--- src/rtl/spi_master_cmd_data_if.sv ---
// Control-side bundle for spi_master_cmd_data: request handshake, command/data words and completion.
// skip_cmd exists only when SPI_MASTER_SKIP_CMD_EN is defined.
interface spi_master_cmd_data_if #(
    parameter int width_cmd  = 8,
    parameter int width_data = 16
);
    logic                  start;
    logic [width_cmd-1:0]  cmd_in;
    logic [width_data-1:0] data_in;
    logic [width_data-1:0] data_out;
    logic                  busy;
    logic                  done;
`ifdef SPI_MASTER_SKIP_CMD_EN
    logic                  skip_cmd;

    modport master (output start, cmd_in, data_in, skip_cmd, input data_out, busy, done);
    modport slave  (input start, cmd_in, data_in, skip_cmd, output data_out, busy, done);
`else
    modport master (output start, cmd_in, data_in, input data_out, busy, done);
    modport slave  (input start, cmd_in, data_in, output data_out, busy, done);
`endif
endinterface

--- src/rtl/spi_master_cmd_data.sv ---
// SPI mode-0 master for a two-chip-select slave: command word on spi_cs_cmd, then full-duplex data on spi_cs_data.
// Optional SPI_MASTER_SKIP_CMD_EN adds ctrl.skip_cmd to run a data-only transaction.
module spi_master_cmd_data #(
    parameter int width_cmd  = 8,
    parameter int width_data = 16,
    parameter int CLK_DIV    = 4
) (
    input  logic                 clk,
    input  logic                 rst_n,
    spi_master_cmd_data_if.slave ctrl,
    output logic                 spi_scl,
    output logic                 spi_sdo,
    input  logic                 spi_sdi,
    output logic                 spi_cs_cmd,
    output logic                 spi_cs_data
);
    localparam int MAX_W = (width_cmd > width_data) ? width_cmd : width_data;
    localparam int CNT_W = (MAX_W > 2) ? $clog2(MAX_W) : 1;
    localparam int TMR_W = $clog2(2 * CLK_DIV);
    localparam logic [CNT_W-1:0] CMD_LAST  = CNT_W'(width_cmd - 1);
    localparam logic [CNT_W-1:0] DATA_LAST = CNT_W'(width_data - 1);
    localparam logic [TMR_W-1:0] HALF_END  = TMR_W'(CLK_DIV - 1);
    localparam logic [TMR_W-1:0] GAP_END   = TMR_W'(2 * CLK_DIV - 1);

    typedef enum logic [3:0] {
        IDLE, CMD_SETUP, CMD_SHIFT, CMD_HOLD, GAP,
        DATA_SETUP, DATA_SHIFT, DATA_HOLD, DONE
    } state_t;

    state_t                state_q, state_d;
    logic [TMR_W-1:0]      timer_q, timer_d;
    logic [CNT_W-1:0]      bit_q, bit_d;
    logic [width_cmd-1:0]  cmd_sr_q, cmd_sr_d;
    logic [width_data-1:0] dat_sr_q, dat_sr_d;
    logic [width_data-1:0] rx_q, rx_d;
    logic [width_data-1:0] dout_q, dout_d;
    logic                  busy_q, busy_d;
    logic                  done_q, done_d;
    logic                  scl_q, scl_d;
    logic                  sdo_q, sdo_d;
    logic                  cs_cmd_q, cs_cmd_d;
    logic                  cs_dat_q, cs_dat_d;

    logic skip;
    logic half_end;
    logic gap_end;
    logic last_bit;

`ifdef SPI_MASTER_SKIP_CMD_EN
    assign skip = ctrl.skip_cmd;
`else
    assign skip = 1'b0;
`endif

    assign half_end = (timer_q == HALF_END);
    assign gap_end  = (timer_q == GAP_END);
    assign last_bit = (bit_q == '0);

    always_ff @(posedge clk or negedge rst_n) begin
        if (!rst_n) begin
            state_q  <= IDLE;
            timer_q  <= '0;
            bit_q    <= '0;
            cmd_sr_q <= '0;
            dat_sr_q <= '0;
            rx_q     <= '0;
            dout_q   <= '0;
            busy_q   <= 1'b0;
            done_q   <= 1'b0;
            scl_q    <= 1'b0;
            sdo_q    <= 1'b0;
            cs_cmd_q <= 1'b1;
            cs_dat_q <= 1'b1;
        end else begin
            state_q  <= state_d;
            timer_q  <= timer_d;
            bit_q    <= bit_d;
            cmd_sr_q <= cmd_sr_d;
            dat_sr_q <= dat_sr_d;
            rx_q     <= rx_d;
            dout_q   <= dout_d;
            busy_q   <= busy_d;
            done_q   <= done_d;
            scl_q    <= scl_d;
            sdo_q    <= sdo_d;
            cs_cmd_q <= cs_cmd_d;
            cs_dat_q <= cs_dat_d;
        end
    end

    // The timer restarts at every state change and at every SCL edge inside a shift state.
    always_comb begin
        state_d = state_q;
        timer_d = timer_q + 1'b1;
        case (state_q)
            IDLE: begin
                timer_d = '0;
                if (ctrl.start) state_d = skip ? DATA_SETUP : CMD_SETUP;
            end
            CMD_SETUP: if (half_end) begin
                state_d = CMD_SHIFT;
                timer_d = '0;
            end
            CMD_SHIFT: if (half_end) begin
                timer_d = '0;
                if (scl_q && last_bit) state_d = CMD_HOLD;
            end
            CMD_HOLD: if (half_end) begin
                state_d = GAP;
                timer_d = '0;
            end
            GAP: if (gap_end) begin
                state_d = DATA_SETUP;
                timer_d = '0;
            end
            DATA_SETUP: if (half_end) begin
                state_d = DATA_SHIFT;
                timer_d = '0;
            end
            DATA_SHIFT: if (half_end) begin
                timer_d = '0;
                if (scl_q && last_bit) state_d = DATA_HOLD;
            end
            DATA_HOLD: if (half_end) begin
                state_d = DONE;
                timer_d = '0;
            end
            DONE: begin
                state_d = IDLE;
                timer_d = '0;
            end
            default: begin
                state_d = IDLE;
                timer_d = '0;
            end
        endcase
    end

    always_comb begin
        bit_d    = bit_q;
        cmd_sr_d = cmd_sr_q;
        dat_sr_d = dat_sr_q;
        rx_d     = rx_q;
        dout_d   = dout_q;
        busy_d   = busy_q;
        done_d   = done_q;
        scl_d    = scl_q;
        sdo_d    = sdo_q;
        cs_cmd_d = cs_cmd_q;
        cs_dat_d = cs_dat_q;
        case (state_q)
            IDLE: if (ctrl.start) begin
                busy_d   = 1'b1;
                cmd_sr_d = ctrl.cmd_in;
                dat_sr_d = ctrl.data_in;
                if (skip) begin
                    cs_dat_d = 1'b0;
                    sdo_d    = ctrl.data_in[width_data-1];
                    bit_d    = DATA_LAST;
                end else begin
                    cs_cmd_d = 1'b0;
                    sdo_d    = ctrl.cmd_in[width_cmd-1];
                    bit_d    = CMD_LAST;
                end
            end
            CMD_SHIFT: if (half_end) begin
                if (!scl_q) begin
                    scl_d = 1'b1;
                end else begin
                    scl_d = 1'b0;
                    if (last_bit) begin
                        sdo_d = 1'b0;
                    end else begin
                        bit_d    = bit_q - 1'b1;
                        cmd_sr_d = {cmd_sr_q[width_cmd-2:0], 1'b0};
                        sdo_d    = cmd_sr_q[width_cmd-2];
                    end
                end
            end
            CMD_HOLD: if (half_end) cs_cmd_d = 1'b1;
            GAP: if (gap_end) begin
                cs_dat_d = 1'b0;
                sdo_d    = dat_sr_q[width_data-1];
                bit_d    = DATA_LAST;
            end
            DATA_SHIFT: if (half_end) begin
                if (!scl_q) begin
                    scl_d = 1'b1;
                    rx_d  = {rx_q[width_data-2:0], spi_sdi};
                end else begin
                    scl_d = 1'b0;
                    if (last_bit) begin
                        sdo_d = 1'b0;
                    end else begin
                        bit_d    = bit_q - 1'b1;
                        dat_sr_d = {dat_sr_q[width_data-2:0], 1'b0};
                        sdo_d    = dat_sr_q[width_data-2];
                    end
                end
            end
            DATA_HOLD: if (half_end) begin
                cs_dat_d = 1'b1;
                dout_d   = rx_q;
                done_d   = 1'b1;
            end
            DONE: begin
                done_d = 1'b0;
                busy_d = 1'b0;
            end
            default: ;
        endcase
    end

    assign spi_scl       = scl_q;
    assign spi_sdo       = sdo_q;
    assign spi_cs_cmd    = cs_cmd_q;
    assign spi_cs_data   = cs_dat_q;
    assign ctrl.busy     = busy_q;
    assign ctrl.done     = done_q;
    assign ctrl.data_out = dout_q;
endmodule

--- src/flat_wrapper.sv ---
// flat-port wrapper written by rule: the top's interface ports become plain ports
module spi_master_cmd_data_flat 
#(
    parameter int width_cmd  = 8,
    parameter int width_data = 16,
    parameter int CLK_DIV    = 4
)
  (clk, rst_n, spi_scl, spi_sdo, spi_sdi, spi_cs_cmd, spi_cs_data, ctrl_start, ctrl_cmd_in, ctrl_data_in, ctrl_data_out, ctrl_busy, ctrl_done);
  spi_master_cmd_data_if #(.width_cmd(width_cmd), .width_data(width_data)) ctrl_i ();
  input  logic clk;
  input  logic rst_n;
  output logic spi_scl;
  output logic spi_sdo;
  input  logic spi_sdi;
  output logic spi_cs_cmd;
  output logic spi_cs_data;
  input wire logic [$bits(ctrl_i.start)-1:0] ctrl_start;
  input wire logic [$bits(ctrl_i.cmd_in)-1:0] ctrl_cmd_in;
  input wire logic [$bits(ctrl_i.data_in)-1:0] ctrl_data_in;
  output wire logic [$bits(ctrl_i.data_out)-1:0] ctrl_data_out;
  output wire logic [$bits(ctrl_i.busy)-1:0] ctrl_busy;
  output wire logic [$bits(ctrl_i.done)-1:0] ctrl_done;
  assign ctrl_i.start = ctrl_start;
  assign ctrl_i.cmd_in = ctrl_cmd_in;
  assign ctrl_i.data_in = ctrl_data_in;
  assign ctrl_data_out = ctrl_i.data_out;
  assign ctrl_busy = ctrl_i.busy;
  assign ctrl_done = ctrl_i.done;
  spi_master_cmd_data #(.width_cmd(width_cmd), .width_data(width_data), .CLK_DIV(CLK_DIV)) u_core (.clk(clk), .rst_n(rst_n), .ctrl(ctrl_i), .spi_scl(spi_scl), .spi_sdo(spi_sdo), .spi_sdi(spi_sdi), .spi_cs_cmd(spi_cs_cmd), .spi_cs_data(spi_cs_data));
endmodule
--- config.mk ---
export PLATFORM = sky130hd
export DESIGN_NAME = spi_master_cmd_data_flat
export DESIGN_NICKNAME = d
export VERILOG_FILES = /design/src/rtl/spi_master_cmd_data_if.sv /design/src/rtl/spi_master_cmd_data.sv /design/src/flat_wrapper.sv
export SDC_FILE = /design/constraint.sdc
export NUM_CORES = 1
export LEC_CHECK = 0
export ABC_AREA = 1
export CAP_MARGIN = 40
export CORE_MARGIN = 8
export CORE_UTILIZATION = 59
export DETAILED_ROUTE_END_ITERATION = 7
export PLACE_DENSITY_LB_ADDON = 0.12
export SLEW_MARGIN = 20
export SYNTH_ARGS = -nofsm -noshare
export SYNTH_HDL_FRONTEND = slang
export SYNTH_SLANG_ARGS = --single-unit
--- constraint.sdc ---
create_clock -name clk -period 4 [get_ports clk]
set_input_delay 0.4 -clock clk [delete_from_list [all_inputs] [get_ports clk]]
set_output_delay 0.4 -clock clk [all_outputs]
set_load 0.01 [all_outputs]
# ---- After elaboration in Yosys (flattened, before gate mapping)
# Cells that the tools add are included.
dict set report totals {
  reg_bits 72
  inputBits 28
  output_inout_bits 22
  wordCells 116
}
dict set report classes {
  addsub 2
  eq_ne 27
  muxes 48
  n_bitwise 1
  n_reduce_logical 25
}
# cell count
set op_table {}
lappend op_table {{$mux 16} 4}
lappend op_table {{$mux 4} 15}
lappend op_table {{$pmux 16 s2} 1}
lappend op_table {{$pmux 4 s8} 1}
lappend op_table {{$mux 7} 4}
lappend op_table {{$ne 2x1->1 const B} 13}
lappend op_table {{$eq 4x3->1 const B} 4}
lappend op_table {{$pmux 7 s2} 1}
lappend op_table {{$mux 1} 13}
lappend op_table {{$pmux 4 s3} 1}
lappend op_table {{$reduce_bool 2->1} 6}
lappend op_table {{$reduce_and 10->1} 1}
lappend op_table {{$reduce_and 5->1} 2}
lappend op_table {{$reduce_and 3->1} 3}
lappend op_table {{$eq 4x2->1 const B} 2}
lappend op_table {{$logic_not 4->1} 2}
lappend op_table {{$ne 2x2->1 const B} 4}
lappend op_table {{$pmux 1 s2} 4}
lappend op_table {{$reduce_and 2->1} 4}
lappend op_table {{$reduce_and 7->1} 1}
lappend op_table {{$mux 3} 2}
lappend op_table {{$pmux 3 s2} 1}
lappend op_table {{$reduce_and 6->1} 1}
lappend op_table {{$reduce_or 6->1} 1}
lappend op_table {{other kinds (12)} 12}

# ---- Logic depth before layout (Yosys ltp)
dict set report logic_depth {
  ltp_word 5
  ltp_mapped 10
  depth_no_buf 9
}

# ---- Worst setup path before layout
# OpenSTA, ideal clock, no wires.
dict set report synth_path {
  path_type {register to register}
  from {register u_core.timer_q[0]}
  to {register u_core.dat_sr_q[7]}
  arrival_ns 1.360
  setup_slack_ns 2.518
  stages_incl_launch_ff 8
  period_less_slack_ns 1.482
  path_cell_list {dfrtp_1 ha_1 ha_1 inv_1 o21ai_2 nand2_4 buf_6 o21ai_1}
}
dict set report synth_via {
  elab_chain_len 3
}
# item line_no
set synth_lines {}
lappend synth_lines {{start: declaration} spi_master_cmd_data.sv:31} ;# logic [TMR_W-1:0] timer_q, timer_d;
lappend synth_lines {{start signal: assignment} spi_master_cmd_data.sv:76} ;# timer_q <= timer_d;
lappend synth_lines {{$eq 3x2->1} spi_master_cmd_data.sv:55} ;# assign half_end = (timer_q == HALF_END);
lappend synth_lines {{$ne 2x1->1 (no line)} -}
lappend synth_lines {{$reduce_and 5->1 (no line)} -}
lappend synth_lines {{end signal: assignment} spi_master_cmd_data.sv:79} ;# dat_sr_q <= dat_sr_d;
lappend synth_lines {{end: declaration} spi_master_cmd_data.sv:34} ;# logic [width_data-1:0] dat_sr_q, dat_sr_d;
# Every way passes these cells.
# A chain may end at the register's enable or synchronous reset.

# ---- Final worst setup path
dict set report layout_path {
  from {register u_core.state_q[0]}
  to {register u_core.rx_q[2]}
}
dict set report layout_via {
  elab_chain_len 2
}
# item line_no
set layout_lines {}
lappend layout_lines {{start: declaration} spi_master_cmd_data.sv:30} ;# state_t state_q, state_d;
lappend layout_lines {{start signal: assignment} spi_master_cmd_data.sv:75} ;# state_q <= state_d;
lappend layout_lines {{$eq 4x3->1} spi_master_cmd_data.sv:151} ;# case (state_q)
lappend layout_lines {{$reduce_and 3->1 (no line)} -}
lappend layout_lines {{end signal: assignment} spi_master_cmd_data.sv:80} ;# rx_q <= rx_d;
lappend layout_lines {{end: declaration} spi_master_cmd_data.sv:35} ;# logic [width_data-1:0] rx_q, rx_d;
# Every way passes these cells.

==> results.sh <==
export IMPL_worstMarginPinSlew_ns=0.657
export IMPL_grt_max_degree=39
export IMPL_diodes=0
export IMPL_outcome="complete, no violations"
export IMPL_avgRoutedWirePerCell_um=13.1
export IMPL_fmax_ghz=0.460
export IMPL_synth_cell_types=29
export IMPL_synthXorXnorAreaFrac_pct=0.472
export IMPL_path_depth=6
export IMPL_crit_family="simple AND/OR/NAND/NOR gates"
export IMPL_irDropWorstVdd_mv=0.320
export IMPL_ys_seq_area_share_pct=48.7
export IMPL_antenna_found_initial=0
export IMPL_crit_start="u_core.state_q[0]"
export IMPL_max_slew_margin_pct=56.2
export IMPL_viasPerCell=5.09
export IMPL_hold_viol_final=0
export IMPL_synth_nets=462
export IMPL_cp_slowest_stage_delay_ns=0.59
export IMPL_routed_wl_um=7280
export IMPL_synth_top_family_by_area="simple AND/OR/NAND/NOR gates"
export IMPL_critPathMaxFanout=32
export IMPL_drive_gt1_share_pct=17.9
export IMPL_postSynthCellCount=427
export IMPL_crit_required_ns=4.22
export IMPL_cts_setup_buffers=0
export IMPL_die_x_um=95.3
export IMPL_yosysTopAreaCell="dfrtp_1"
export IMPL_timing_hold_ws_ns=0.00358
export IMPL_routed_via_count=2833
export IMPL_cts_sinks=72
export IMPL_overflow=0
export IMPL_fin_tns_setup_ns=0
export IMPL_path_class="reg -> reg"
export IMPL_nFillCells=516
export IMPL_finish_utilization_pct=71.0
export IMPL_die_area_um2=9080
export IMPL_cts_root_buf="clkbuf_8"
export IMPL_synth_compound_area_share_pct=15.0
export IMPL_cp_num_buf_inv=1
export IMPL_cp_end_kind="flop"
export IMPL_setup_viol=0
export IMPL_timing_rr_end="u_core.rx_q[2]"
export IMPL_post_route_drc_count=0
export IMPL_numPortBuffers=49
export IMPL_reg2reg_from="u_core.state_q[0]"
export IMPL_rr_worst_depth=6
export IMPL_core_area_um2=6200
export IMPL_avgSynthCellArea_um2=8.69
export IMPL_timing_final_crit_share_pct=54.3
export IMPL_postCtsHoldBufs=0
export IMPL_globalRouteTotalUtil_pct=17.5
export IMPL_cts_buffers=9
export IMPL_worstHoldPathType="in -> async"
export IMPL_yosys_register_bits=72
export IMPL_grt_first_pass_wirelength_um=12500
export IMPL_cts_tree="done"
export IMPL_crit_slowest_cell="nand3_2"
export IMPL_synth_area_leaders="dfrtp_1 47%, nand2_1 12%, o21ai_2 6.8%"
export IMPL_ys_flop_type="dfrtp_1"
export IMPL_netlist_area_um2=3710
export IMPL_clk_latency_ns=0.36
export IMPL_grt_pass1_vias=2761
export IMPL_synthMuxAreaShare_pct=0
export IMPL_syn2layout_area_growth_pct=18.8
export IMPL_rows=29
export IMPL_antenna_left=0
export IMPL_post_route_min_period_ns=2.17
export IMPL_post_dp_hpwl_um=5230
export IMPL_synth_fa_ha_area_share_pct=2.36
export IMPL_critPathLaunchType="flop"
export IMPL_async_flop_share_pct=100
export IMPL_power_density_nw_per_um2=628
export IMPL_r2r_setup_slack_ns=1.83
export IMPL_cp_cell_sequence="inv_2, nand2_4, nor2_8, nand3_2, nand2_1, o21ai_1"
export IMPL_stdcell_count=557
export IMPL_die_height_um=95.3
export IMPL_drtPass1Iterations=4
export IMPL_synth_edf_count=0
export IMPL_fin_worst_skew_ns=0.0140
export IMPL_io_pins=50
export IMPL_dp_cells=540
export IMPL_clk_pin_slew_ns=0.09
export IMPL_h_tree_depth=3
export IMPL_p_leak_nw=2.07
export IMPL_place_gp_congestion=0.854
export IMPL_endpoint="u_core.rx_q[2]"
export IMPL_cap_violations=0
export IMPL_crit_arrival_ns=2.39
export IMPL_start_util_pct=59.8
export IMPL_rsz0062_at_grt="false"
export IMPL_nets=510
export IMPL_synth_simple_area_share_pct=23.7
export IMPL_finalMaxSlewViolations=0
export IMPL_clockBufferDepth=2
export IMPL_cts_resized=0
export IMPL_dr_first_iter_drc_count=180
export IMPL_ys_warn_count=0
export IMPL_netlist_area_leader_share_pct=47.2
## layout make-up
cell class / instances / area (um^2) / share of cell area (%)
inverter: 60 / 228 / 5.17
clock buffer: 10 / 128 / 2.90
timing repair buffer: 51 / 513 / 11.6
tap: 77 / 96.3 / 2.19
sequential: 72 / 1800 / 41.0
clock inverter: 6 / 93.8 / 2.13
multi-input combinational: 281 / 1540 / 35.0
## worst register-to-register path, delay by kind of cell, from the launching register on
| family | cells | cell delay, ns |
|---|---|---|
| flip-flops | 1 | 0.50 |
| AO/OA/AOI/OAI | 1 | 0.09 |
| AND/OR/NAND/NOR | 4 | 1.33 |
| buffers and inverters | 1 | 0.12 |
## kinds of logic (layout without fill, tap and decap cells)
group,count (synthesis),in the layout
compound gates,86,86
xor+xnor,2,2
fa+ha+maj,7,7
buf+inv,74,127
flops,72,72
simple gates,186,186
## placed cells by master, fill, tap and decap left out, types with 2 or more instances in the layout
cell type and n:
nand3_2 3, ha_1 7, bufinv_16 2, dfstp_2 2, nor2_4 4, o21ai_0 18, clkdlybuf4s50_1 48, inv_1 52
nand2_4 5, nand2_1 121, nor2_1 8, inv_2 7, nand3_1 25, dfrtp_1 70, nand2_2 11, nand4_1 3
a21oi_1 4, clkbuf_8 9, nor2_2 4, o21ai_2 29, clkinv_4 3, o21ai_1 32
## synthesized netlist by cell type, types with 2 or more instances
library cell  count
nand2_1         121
nand2_2          11
dfrtp_1          70
nand2_4           5
a21oi_1           4
inv_2             7
nand3_1          25
nand4_1           3
o21ai_0          18
dfstp_2           2
nor2_1            8
nor2_4            4
nand3_2           3
o21ai_2          29
buf_2             3
ha_1              7
inv_1            52
buf_6            10
o21ai_1          32
nor2_2            4
## sequential cells by signal, indices dropped and copies added (netlist names)
register              flops
u_core.ctrl.data_out     16
u_core.dat_sr_q          16
u_core.rx_q              16
u_core.cmd_sr_q           7
u_core.bit_q              4
u_core.state_q            4
u_core.timer_q            3
u_core.ctrl.busy          1
u_core.ctrl.done          1
u_core.spi_cs_cmd         1
u_core.spi_cs_data        1
u_core.spi_scl            1
u_core.spi_sdo            1
## report_power, final
| group | internal (mW) | switching, mW |
|---|---|---|
| combinational | 0.386 | 0.669 |
| sequential | 0.934 | 0.137 |
| clock | 0.354 | 0.284 |
## worst min path at each step
stage	startpoint	slack, ns	depth (start not counted)	to
global route	rst_n	0.02	2	u_core.bit_q[3]
global placement	u_core.timer_q[0]	0.42	1	u_core.timer_q[0]
finish	rst_n	0.004	2	u_core.bit_q[3]
detailed placement	u_core.timer_q[0]	0.43	1	u_core.timer_q[0]
floorplan	rst_n	0.10	0	u_core.bit_q[0]
CTS	rst_n	0.13	1	u_core.bit_q[3]
## stage by stage
stage / total power, mW / cell area [um^2] / setup WS, ns
global route: 2.98 / 4400 / 1.57
CTS: 2.79 / 4380 / 1.81
global placement: 2.12 / 4160 / 1.86
finish: 2.76 / 4400 / 1.83
detailed placement: 2.14 / 4160 / 1.83
floorplan: 1.91 / 3710 / 2.52
## layer usage
metal / global-route usage [%] / routed length, um / vias to the layer above
met5: 0 / 0 / -
met4: 7.41 / 120 / 0
met3: 5.43 / 396 / 10
met2: 27.4 / 3360 / 47
met1: 22.0 / 3410 / 1330
li1: - / - / 1446
Power figures use the tool's default switching activity.
